### src/rtl/mdu_pkg.sv
// Shared definitions for the HI/LO multiply/divide unit: op encoding,
// FSM state type, default datapath width and op-class decode helpers.
// Optional feature macro: MDU_MADD_EN (ops 110/111 become MADD/MADDU).
package mdu_pkg;

    localparam int MDU_WIDTH = 32;

    localparam logic [2:0] OP_MULT  = 3'b000;
    localparam logic [2:0] OP_MULTU = 3'b001;
    localparam logic [2:0] OP_DIV   = 3'b010;
    localparam logic [2:0] OP_DIVU  = 3'b011;
    localparam logic [2:0] OP_MTHI  = 3'b100;
    localparam logic [2:0] OP_MTLO  = 3'b101;
    localparam logic [2:0] OP_MADD  = 3'b110;
    localparam logic [2:0] OP_MADDU = 3'b111;

    typedef enum logic [1:0] {
        IDLE = 2'b00,
        RUN  = 2'b01,
        FIX  = 2'b10,
        DONE = 2'b11
    } mduStateT;

    // Ops that run the shift-add multiply sequence.
    function automatic logic opIsMul(input logic [2:0] opCode);
`ifdef MDU_MADD_EN
        return (opCode == OP_MULT) || (opCode == OP_MULTU) ||
               (opCode == OP_MADD) || (opCode == OP_MADDU);
`else
        return (opCode == OP_MULT) || (opCode == OP_MULTU);
`endif
    endfunction

    function automatic logic opIsDiv(input logic [2:0] opCode);
        return (opCode == OP_DIV) || (opCode == OP_DIVU);
    endfunction

    // Ops whose operands are treated as two's-complement.
    function automatic logic opIsSigned(input logic [2:0] opCode);
`ifdef MDU_MADD_EN
        return (opCode == OP_MULT) || (opCode == OP_DIV) || (opCode == OP_MADD);
`else
        return (opCode == OP_MULT) || (opCode == OP_DIV);
`endif
    endfunction

    function automatic logic opIsMove(input logic [2:0] opCode);
        return (opCode == OP_MTHI) || (opCode == OP_MTLO);
    endfunction

endpackage

### src/rtl/md_iter_step.sv
// One iteration of the iterative multiply/divide datapath.
// divMode=0: shift-add multiply step on {accHi,accLo}, multiplier in accLo.
// divMode=1: restoring divide step, remainder in accHi, dividend/quotient in accLo.
module md_iter_step #(
    parameter int WIDTH = 32
) (
    input  logic             divMode,
    input  logic [WIDTH-1:0] accHi,
    input  logic [WIDTH-1:0] accLo,
    input  logic [WIDTH-1:0] opB,
    output logic [WIDTH-1:0] stepHi,
    output logic [WIDTH-1:0] stepLo
);

    logic [WIDTH:0]   sum;
    logic [WIDTH:0]   shifted;
    logic [WIDTH-1:0] trial;
    logic             fits;

    // Trial subtraction only needs the low bits: when the divisor fits, the
    // true difference is below the divisor and therefore below 2^WIDTH.
    always_comb begin
        sum     = {1'b0, accHi} + (accLo[0] ? {1'b0, opB} : {(WIDTH+1){1'b0}});
        shifted = {accHi, accLo[WIDTH-1]};
        trial   = shifted[WIDTH-1:0] - opB;
        fits    = (shifted >= {1'b0, opB});
        stepHi  = '0;
        stepLo  = '0;
        if (divMode) begin
            stepHi = fits ? trial : shifted[WIDTH-1:0];
            stepLo = {accLo[WIDTH-2:0], fits};
        end else begin
            {stepHi, stepLo} = {sum, accLo[WIDTH-1:1]};
        end
    end

endmodule

### src/rtl/mult_div_unit.sv
// Iterative HI/LO multiply/divide unit. Holds the architectural HI/LO
// registers and sequences MULT/MULTU/DIV/DIVU over WIDTH clocks.
// Optional feature macro: MDU_MADD_EN adds MADD/MADDU accumulate into HI/LO.
//
// state | meaning
// IDLE  | waiting for start; MTHI/MTLO complete here in one edge
// RUN   | one multiply/divide iteration per clock, WIDTH clocks
// FIX   | sign fix-up; HI/LO written on the edge leaving this state
// DONE  | result visible, done pulse; a new start is accepted here
module mult_div_unit
    import mdu_pkg::*;
#(
    parameter int WIDTH = MDU_WIDTH
) (
    input  logic             clk,
    input  logic             reset,
    input  logic             start,
    input  logic [2:0]       op,
    input  logic [WIDTH-1:0] rs_data,
    input  logic [WIDTH-1:0] rt_data,
    output logic             busy,
    output logic             done,
    output logic             div_by_zero,
    output logic [WIDTH-1:0] hi,
    output logic [WIDTH-1:0] lo
);

    localparam int CW = (WIDTH > 1) ? $clog2(WIDTH) : 1;

    mduStateT         state, nextState;
    logic [CW-1:0]    iterCnt;
    logic [2:0]       opReg;
    logic             negResult, negRem, dbzFlag;
    logic [WIDTH-1:0] accHi, accLo, opB;
    logic [WIDTH-1:0] hiReg, loReg;
    logic [WIDTH-1:0] stepHi, stepLo;
    logic [WIDTH-1:0] resHi, resLo;
    logic             accept, opValid, isArith, divZeroIn;
    logic             aNeg, bNeg;
    logic [WIDTH-1:0] absA, absB;
    logic [2*WIDTH-1:0] product, signedProd;
    logic [WIDTH-1:0] quot, rem;

    assign isArith   = opIsMul(op) || opIsDiv(op);
    assign opValid   = isArith || opIsMove(op);
    assign divZeroIn = opIsDiv(op) && (rt_data == '0);
    assign aNeg      = opIsSigned(op) && rs_data[WIDTH-1];
    assign bNeg      = opIsSigned(op) && rt_data[WIDTH-1];
    assign absA      = aNeg ? -rs_data : rs_data;
    assign absB      = bNeg ? -rt_data : rt_data;

    md_iter_step #(.WIDTH(WIDTH)) u_step (
        .divMode (opIsDiv(opReg)),
        .accHi   (accHi),
        .accLo   (accLo),
        .opB     (opB),
        .stepHi  (stepHi),
        .stepLo  (stepLo)
    );

    // State register.
    always_ff @(posedge clk or negedge reset) begin
        if (!reset) state <= IDLE;
        else        state <= nextState;
    end

    // Next-state, acceptance and status outputs.
    always_comb begin
        nextState = state;
        accept    = 1'b0;
        busy      = 1'b0;
        done      = 1'b0;
        case (state)
            IDLE, DONE: begin
                done      = (state == DONE);
                nextState = IDLE;
                if (start && opValid) begin
                    accept = 1'b1;
                    if (isArith) nextState = divZeroIn ? FIX : RUN;
                end
            end
            RUN: begin
                busy = 1'b1;
                if (iterCnt == CW'(WIDTH-1)) nextState = FIX;
            end
            FIX: begin
                busy      = 1'b1;
                nextState = DONE;
            end
            default: nextState = IDLE;
        endcase
    end

    // Final HI/LO values computed from the iteration registers in FIX.
    always_comb begin
        product    = {accHi, accLo};
        signedProd = negResult ? -product : product;
        quot       = negResult ? -accLo : accLo;
        rem        = negRem ? -accHi : accHi;
        resHi      = hiReg;
        resLo      = loReg;
        if (dbzFlag) begin
            resHi = accHi;
            resLo = accLo;
        end else if (opIsDiv(opReg)) begin
            resHi = rem;
            resLo = quot;
        end
`ifdef MDU_MADD_EN
        else if ((opReg == OP_MADD) || (opReg == OP_MADDU)) begin
            {resHi, resLo} = {hiReg, loReg} + signedProd;
        end
`endif
        else begin
            {resHi, resLo} = signedProd;
        end
    end

    // Operand capture, iteration and HI/LO update.
    always_ff @(posedge clk or negedge reset) begin
        if (!reset) begin
            iterCnt   <= '0;
            opReg     <= OP_MULT;
            negResult <= 1'b0;
            negRem    <= 1'b0;
            dbzFlag   <= 1'b0;
            accHi     <= '0;
            accLo     <= '0;
            opB       <= '0;
            hiReg     <= '0;
            loReg     <= '0;
        end else if (accept) begin
            opReg     <= op;
            iterCnt   <= '0;
            dbzFlag   <= divZeroIn;
            negResult <= aNeg ^ bNeg;
            negRem    <= aNeg;
            if (op == OP_MTHI) hiReg <= rs_data;
            if (op == OP_MTLO) loReg <= rs_data;
            if (divZeroIn) begin
                accHi <= rs_data;
                accLo <= '1;
            end else if (isArith) begin
                accHi <= '0;
                accLo <= absA;
                opB   <= absB;
            end
        end else if (state == RUN) begin
            accHi   <= stepHi;
            accLo   <= stepLo;
            iterCnt <= iterCnt + 1'b1;
        end else if (state == FIX) begin
            hiReg <= resHi;
            loReg <= resLo;
        end
    end

    assign div_by_zero = dbzFlag;
    assign hi          = hiReg;
    assign lo          = loReg;

endmodule

### config.mk
export PLATFORM = sky130hd
export DESIGN_NAME = mult_div_unit
export DESIGN_NICKNAME = d
export VERILOG_FILES = /design/src/rtl/mdu_pkg.sv /design/src/rtl/md_iter_step.sv /design/src/rtl/mult_div_unit.sv
export SDC_FILE = /design/constraint.sdc
export NUM_CORES = 1
export LEC_CHECK = 0
export BUFFER_PORTS_ARGS = -buffer_cell sky130_fd_sc_hd__clkbuf_2
export CELL_PAD_IN_SITES_DETAIL_PLACEMENT = 0
export CELL_PAD_IN_SITES_GLOBAL_PLACEMENT = 1
export CORE_MARGIN = 2
export CORE_UTILIZATION = 46
export DETAILED_ROUTE_END_ITERATION = 10
export PLACE_DENSITY_LB_ADDON = 0.08
export SYNTH_ARGS = -nofsm -noshare
export SYNTH_HDL_FRONTEND = slang
export SYNTH_SLANG_ARGS = --single-unit
### constraint.sdc
create_clock -name clk -period 4.3 [get_ports clk]
set_input_delay 0.645 -clock clk [delete_from_list [all_inputs] [get_ports clk]]
set_output_delay 0.645 -clock clk [all_outputs]
set_load 0.01 [all_outputs]
==> results of run 1 <==
-- report_power, final --
group	switching [mW]	total, mW	internal [mW]	leakage (nW)
Sequential	0.736	3.10	2.37	2.10
Combinational	6.92	11.1	4.14	5.20
Clock	0.747	1.67	0.925	0.295
Total	8.40	15.8	7.43	7.60
-- layout make-up --
class / count / area [µm²] / area share [%]
repair buffers: 198 / 1200 / 7.15
inverters: 71 / 267 / 1.58
flip-flops and latches: 172 / 4300 / 25.6
clock inverters: 15 / 185 / 1.10
multi-input cells: 1581 / 9890 / 58.8
clock buffers: 17 / 425 / 2.53
well taps: 435 / 544 / 3.24
-- routing by layer --
layer,vias up,track usage (%),wire length [µm]
met5,-,0,0
li1,7118,-,-
met4,0,15.8,2510
met2,615,53.4,25100
met3,111,4.58,3400
met1,7143,44.8,24400
-- worst max-delay path, stage by stage (launching register included) --
cell	delay, ns
dfrtp_1	0.46
inv_1	0.20
buf_4	0.34
nor2_1	0.09
ha_1	0.38
nand3_1	0.12
o211ai_2	0.26
a31oi_1	0.21
o31a_1	0.37
o31ai_2	0.37
a311oi_2	0.19
nor3_1	0.30
mux2i_1	0.24
a21oi_1	0.08
a211oi_1	0.21
-- worst paths after layout --
path                                   to  cells after the start
worst max-delay path            accHi[30]                     14
worst min-delay path               hi[28]                      1
worst max register to register  accHi[30]                     14
worst min register to register     lo[28]                      2
max in group asynchronous       accHi[23]                      2
min in group clk                 state[1]                      3
-- registers in the layout, summed over array words and instances (netlist names) --
register / flops
opReg: 2
lo: 32
negRem: 1
iterCnt: 5
hi: 32
state: 2
accLo: 32
accHi: 32
opB: 32
negResult: 1
div_by_zero: 1
-- per-stage QoR --
step                      cell area [µm²]  instances  utilization [%]  hold WS (ns)  setup WS [ns]
after floorplan                     14900       1938                -         0.349           1.08
after global placement              16200       2457             51.0         0.461          0.582
after detailed placement            16200       2457             51.0         0.469          0.476
after CTS                           16800       2489             52.9         0.195          0.403
after global routing                16800       2489             52.9         0.216         0.0894
final                               16800       2489             52.9         0.189          0.377
-- cell families after synthesis --
logic type,count (synthesis),share of synthesized area [%]
AND/OR/NAND/NOR,711,22.0
AO/OA/AOI/OAI,602,26.0
buffers and inverters,185,5.24
multiplexers,20,1.37
flip-flops,172,28.8
adder cells (fa/ha/maj),75,6.39
XOR/XNOR,173,10.1
-- layout by cell type (no fill, tap or decap), drive strengths merged, types with 20 or more instances in the layout --
master  instances
nand2         278
nor2          237
dfrtp         172
o21ai         169
a21oi         167
clkbuf        152
xnor2         101
inv            77
ha             73
xor2           72
buf            63
o31ai          52
nor3           37
a21o           36
nand3          32
a221oi         23
nand2b         20
==> flow_summary.json, run 1 <==
{
  "yosys-top-cells-count": "277 x nand2_1, 237 x nor2_1, 172 x dfrtp_1, 166 x a21oi_1, 160 x o21ai_0",
  "synthCells": 1938,
  "startpoint_type": "register",
  "synth_area_um2": 14900,
  "ir_drop_v": 0.000375,
  "holdCritPathClass": "in2async",
  "synth.top_cell.area_share_pct": 28.8,
  "postRouteAntennaNets": 0,
  "worst-setup-path-type": "reg2reg",
  "initial_utilization_pct": 47.0,
  "power_density_nw_per_um2": 942,
  "skew_ns": 0.0165,
  "max-cap-violations": 0,
  "yosysWarnings": 0,
  "routed_wl_mm": 55.4,
  "cts_tree": "done",
  "yosysTopAreaCell": "dfrtp_1",
  "grt_overflow": 0,
  "synth_cell_types": 94,
  "dieArea_um2": 33900,
  "ys.flop_type": "dfrtp_1",
  "drcViolationCount": 0,
  "crit_path_max_fanout": 29,
  "r2r_start": "accLo[0]",
  "htreeDepth": 4,
  "core_area_um2": 31800,
  "finalMaxSlewViolations": 0,
  "fillers": 3146,
  "clk_latency_ns": 0.47,
  "die_w_um": 184,
  "ioPinCount": 137,
  "cts_root_buf": "clkbuf_16",
  "fp.dieH_um": 184,
  "cts_num_sinks": 172,
  "critPathCaptureType": "register",
  "cts_setup_buffers": 0,
  "status": "complete, no violations",
  "grt_pass1_vias": 14278,
  "rsz0062_at_grt": "no",
  "dr.pass1.iters": 7,
  "synthTopCellsByArea": "dfrtp_1 29%, nand2_1 7.0%, ha_1 6.1%",
  "syn_nets": 2083,
  "drive_gt1_share_pct": 14.3,
  "cts_made_buffers": 17,
  "post-synth-top-count-cell": "nand2_1",
  "fmax_mhz": 255,
  "clk_path_buf_depth": 2,
  "worst_pin_slew_ns": 1.15,
  "hold_violations": 0,
  "rows": 65,
  "grt_pass1_wl_mm": 85.9,
  "via_per_inst": 6.02,
  "gp_congestion": 0.944,
  "numPortBuffers": 136,
  "track_usage_pct": 33.4,
  "leakage_nw": 7.60,
  "drt_iter0_drc": 1070,
  "antenna_found_initial": 0,
  "r2r_setup_slack_ns": 0.38,
  "cts_hold_buf": 0,
  "diodes": 0,
  "wl_per_cell_um": 22.3,
  "worstPathArrival_ns": 4.29,
  "finalNetCount": 2186,
  "cts-resized-gates": 0,
  "fin_crit_sh_pct": 91.2,
  "dr_total_vias": 14987,
  "synth_seq_cells": 172,
  "synth_edf_count": 0,
  "power.total_mw": 15.8,
  "async_flop_share_pct": 100,
  "syn_area_per_cell_um2": 7.70,
  "setup_viol": 0,
  "startpoint": "accLo[0]",
  "grt_max_degree": 91,
  "clk_pin_slew_worst_paths_ns": 0.08,
  "yosysSeqAreaShare_pct": 28.8,
  "tns_ns": 0,
  "dp_hpwl_mm": 43.4,
  "synthToLayoutAreaGrowth_pct": 12.6,
  "finalCriticalPeriod_ns": 3.92,
  "required_ns": 4.67,
  "slew_headroom_pct": 23.5
}
No activity file was read; power rests on OpenSTA's default activity.
==> run 2, diff against run 1 <==
- CORE_UTILIZATION: 46 -> 41
- clock period: 4.3 -> 3.3 ns (I/O delays scaled with it)
==> flow_summary.json, run 2 (synthesis results as in run 1) <==
{
  "htreeDepth": 4,
  "hold_violations": 0,
  "layout_common_cells": "276 x nand2_1, 231 x nor2_1, 195 x buf_4",
  "initial_utilization_pct": 41.8,
  "worstPathArrival_ns": 3.56,
  "worst-setup-path-type": "reg2reg",
  "grt_overflow": 0,
  "worst_pin_slew_ns": 0.794,
  "required_ns": 3.64,
  "cts_tree": "done",
  "dieArea_um2": 38000,
  "ioPinCount": 137,
  "slowest_stage": "dfrtp_1",
  "grt_pass1_vias": 14847,
  "critPathCaptureType": "register",
  "cts_hold_buf": 0,
  "ir_drop_v": 0.000458,
  "ff2ff_path_depth": 14,
  "grt_max_degree": 103,
  "synthToLayoutAreaGrowth_pct": 22.4,
  "finalCriticalPeriod_ns": 3.22,
  "drive_gt1_share_pct": 21.6,
  "cts_made_buffers": 17,
  "dr_total_vias": 15288,
  "postRouteAntennaNets": 0,
  "track_usage_pct": 30.9,
  "cts_num_sinks": 172,
  "cts_root_buf": "clkbuf_16",
  "crit_cells": 14,
  "slew_headroom_pct": 46.7,
  "clk_path_buf_depth": 2,
  "critPathBufInv": 2,
  "dr.pass1.iters": 7,
  "tns_ns": 0,
  "leakage_nw": 8.38,
  "critPathTopFamily": "compound AO/OA/AOI/OAI gates",
  "die_w_um": 195,
  "finalNetCount": 2330,
  "routed_wl_mm": 58.3,
  "setup_viol": 0,
  "fmax_mhz": 310,
  "holdCritPathClass": "in2async",
  "status": "complete, no violations",
  "fin_crit_sh_pct": 97.6,
  "numPortBuffers": 136,
  "diodes": 0,
  "clk_latency_ns": 0.46,
  "drcViolationCount": 0,
  "crit_chain": "and2_1, ha_1, fa_2, a211oi_4, o21bai_2, o21a_1, o2111ai_1, buf_4, a211oi_4, buf_4, a221oi_4, xnor2_2, a221oi_2, a21oi_1",
  "grt_pass1_wl_mm": 89.7,
  "core_area_um2": 35700,
  "clk_pin_slew_worst_paths_ns": 0.07,
  "drt_iter0_drc": 1246,
  "fp.dieH_um": 195,
  "gp_congestion": 0.979,
  "power_density_nw_per_um2": 1240,
  "final_common_cell": "nand2_1",
  "dp_hpwl_mm": 46.3,
  "rows": 69,
  "max-cap-violations": 0,
  "skew_ns": 0.0107,
  "power.total_mw": 22.7,
  "via_per_inst": 5.75,
  "antenna_found_initial": 0,
  "finalMaxSlewViolations": 0,
  "cp_slowest_stage_delay_ns": 0.41,
  "crit_path_max_fanout": 3,
  "rsz0062_at_grt": "yes",
  "startpoint_type": "register",
  "wl_per_cell_um": 21.9
}
==> run 2: path summary, 6_finish.rpt <==
kind	to	slack [ns]	startpoint
max	accHi[29]	0.08	accLo[0]
min	hi[28]	0.04	reset
max reg2reg	accHi[29]	0.08	accLo[0]
min reg2reg	lo[0]	0.48	lo[0]
max in group asynchronous	div_by_zero	2.44	reset
min in group clk	state[1]	0.32	start
==> run 2: routing by layer <==
metal	track usage [%]	routed length (µm)	vias up
met5	0	0	-
met4	9.33	1380	0
met3	3.31	3130	69
met2	52.1	27600	511
met1	41.9	26100	7299
li1	-	-	7409
==> run 2: stage by stage <==
step | utilization [%] | std cells | area [µm²] | hold WS (ns) | setup slack [ns]
3_5_place_dp | 48.7 | 2625 | 17400 | 0.466 | -0.247
6_report | 51.1 | 2659 | 18300 | 0.0396 | 0.0783
4_1_cts | 50.4 | 2658 | 18000 | 0.0673 | 0.00562
5_1_grt | 51.1 | 2659 | 18300 | 0.101 | -0.0666
2_1_floorplan | - | 1938 | 14900 | 0.199 | 0.0809
3_3_place_gp | 48.7 | 2625 | 17400 | 0.463 | -0.241
==> run 2: what timing repair did <==
action                                  4_1_cts  5_1_grt
pin swaps                                     3       27
resized for setup                             3       55
endpoints found under the setup margin        5       23
buffers inserted                              1        1
gates cloned                                  0        0
==> run 2: area by class of cell <==
type | count | area, µm²
Clock buffer | 20 | 457
Clock inverter | 12 | 160
Fill cell | 3600 | 17500
Inverter | 71 | 267
Multi-Input combinational cell | 1581 | 10100
Sequential cell | 172 | 4300
Tap cell | 461 | 577
Timing Repair Buffer | 342 | 2370
==> run 2: report_power, final <==
part           internal, mW  leakage [nW]  switching, mW
sequential             3.09          2.10          0.768
clock                  1.24         0.290          0.975
combinational          6.80          5.99           9.79
==> run 3, diff against run 2 <==
- CORE_UTILIZATION: 41 -> 42
- CTS_BUF_LIST: default -> sky130_fd_sc_hd__clkbuf_2
==> flow_summary.json, run 3 (synthesis results as in run 1) <==
{
  "fp.dieH_um": 193,
  "leakage_nw": 8.51,
  "fmax_mhz": 304,
  "htreeDepth": 4,
  "ir_drop_v": 0.000498,
  "via_per_inst": 5.66,
  "rsz0062_at_grt": "yes",
  "cts_tree": "done",
  "grt_pass1_wl_mm": 88.5,
  "cts_num_sinks": 172,
  "slew_headroom_pct": 46.0,
  "setup_viol": 0,
  "final_util_pct": 52.5,
  "r2r_start": "accLo[0]",
  "track_usage_pct": 31.8,
  "clk_path_buf_depth": 2,
  "combPwrFrac_pct": 77.4,
  "max-cap-violations": 0,
  "hold_violations": 0,
  "finalMaxSlewViolations": 0,
  "skew_ns": 0.0292,
  "required_ns": 4.07,
  "die_w_um": 193,
  "multi_input_area_um2": 10100,
  "cts_root_buf": "clkbuf_2",
  "startpoint_type": "register",
  "dp_hpwl_mm": 45.6,
  "layout_common_cells": "275 x nand2_1, 233 x nor2_1, 209 x buf_4",
  "drt_iter0_drc": 1112,
  "crit_path_max_fanout": 3,
  "ioPinCount": 137,
  "dr_total_vias": 15466,
  "cts_made_buffers": 17,
  "dr.pass1.iters": 6,
  "r2r_setup_slack_ns": 0.01,
  "regArea_um2": 4310,
  "routed_wl_mm": 58.0,
  "worst_pin_slew_ns": 0.810,
  "hold_start": "rs_data[20]",
  "fillers": 3398,
  "worst-setup-path-type": "reg2reg",
  "worstPathArrival_ns": 4.06,
  "drive_gt1_share_pct": 21.4,
  "grt_overflow": 0,
  "ff2ff_path_depth": 14,
  "critPathCaptureType": "register",
  "clk_latency_ns": 0.87,
  "final_common_cell": "nand2_1",
  "p_sw_share_pct": 52.7,
  "dieArea_um2": 37100,
  "power.total_mw": 21.6,
  "numPortBuffers": 136,
  "hold_end": "accHi[20]",
  "antenna_found_initial": 2,
  "drcViolationCount": 0,
  "clk_pin_slew_worst_paths_ns": 0.28,
  "gp_congestion": 0.949,
  "rows": 69,
  "core_area_um2": 35300,
  "wl_per_cell_um": 21.2,
  "p_int_mw": 10.2,
  "seqPwrFrac_pct": 17.7,
  "postRouteAntennaNets": 0,
  "initial_utilization_pct": 42.3,
  "holdCritPathClass": "in2reg",
  "grt_pass1_vias": 14862,
  "reg2reg_to": "accHi[27]",
  "instances_no_fill": 2733,
  "status": "complete, no violations",
  "finalCriticalPeriod_ns": 3.29,
  "fin_crit_sh_pct": 99.7,
  "holdPathStages": 3,
  "dp_cells": 2632,
  "finalNetCount": 2404,
  "power.share.clock_pct": 4.9,
  "synthToLayoutAreaGrowth_pct": 24.1,
  "power.switching_mw": 11.4,
  "grt_max_degree": 102,
  "power_density_nw_per_um2": 1170
}
run 3: power groups by stage:
| stage | Combinational, mW | Sequential, mW | Clock [mW] |
|---|---|---|---|
| after CTS | 16.1 | 3.80 | 1.10 |
| after global placement | 15.8 | 3.84 | 0 |
| after detailed placement | 15.9 | 3.86 | 0 |
| after global routing | 18.3 | 3.94 | 1.17 |
| final | 16.7 | 3.82 | 1.06 |
| after floorplan | 9.83 | 3.97 | 0 |
run 3: worst max path at each step:
stage                      endpoint         from  cells after the start  slack (ns)
after floorplan           accHi[30]     accLo[0]                     14        0.08
after global placement    accLo[31]   rs_data[3]                     12       -0.20
after detailed placement  accLo[31]  rt_data[18]                      9       -0.13
after CTS                 accHi[19]     accLo[0]                     14     0.00004
after global routing      accHi[28]     accLo[0]                     15       -0.11
final                     accHi[27]     accLo[0]                     14        0.01
run 3: layout make-up:
cell class / count / share of cell area (%)
antenna: 1 / 0.0135
clock buffer: 18 / 0.486
clock inverter: 13 / 0.520
inverter: 71 / 1.44
multi-input combinational: 1581 / 54.6
sequential: 172 / 23.2
tap: 461 / 3.11
timing repair buffer: 416 / 16.6
run 3: critical path, stage by stage (launching register included):
cell and delay [ns]:
dfrtp_1 0.47, and2_1 0.15, ha_2 0.18, fa_2 0.37, a211oi_2 0.27, o21bai_1 0.13
o21a_1 0.25, o2111ai_2 0.18, buf_4 0.17, a211oi_4 0.07, a211o_1 0.34, mux2_2 0.24
a21oi_1 0.06, a221oi_1 0.21, o21ai_1 0.10
run 3: repair_timing:
item                                    4_1_cts  5_1_grt
pin swaps                                     7       14
setup buffers                                 1        7
endpoints found under the setup margin        8       32
cloned                                        0        1
endpoints found under the hold margin       134        0
resized for setup                             7       44
hold buffers                                 60        0
run 3: through the flow:
stage	hold slack (ns)	TNS [ns]	instance area [µm²]	setup slack, ns
after floorplan	0.199	0	14900	0.0809
after global placement	0.461	-0.271	17400	-0.199
after detailed placement	0.467	-0.425	17400	-0.132
after CTS	0.000863	0	18300	0.0000355
after global routing	0.0163	-0.427	18500	-0.109
final	0.0848	0	18500	0.0108
run 3: metal layers:
metal	vias up	share of wire, %	track usage (%)
li1	7544	-	-
met1	7315	44	42.3
met2	532	47	53.3
met3	75	5.6	3.66
met4	0	3.2	10.9
met5	-	0	0
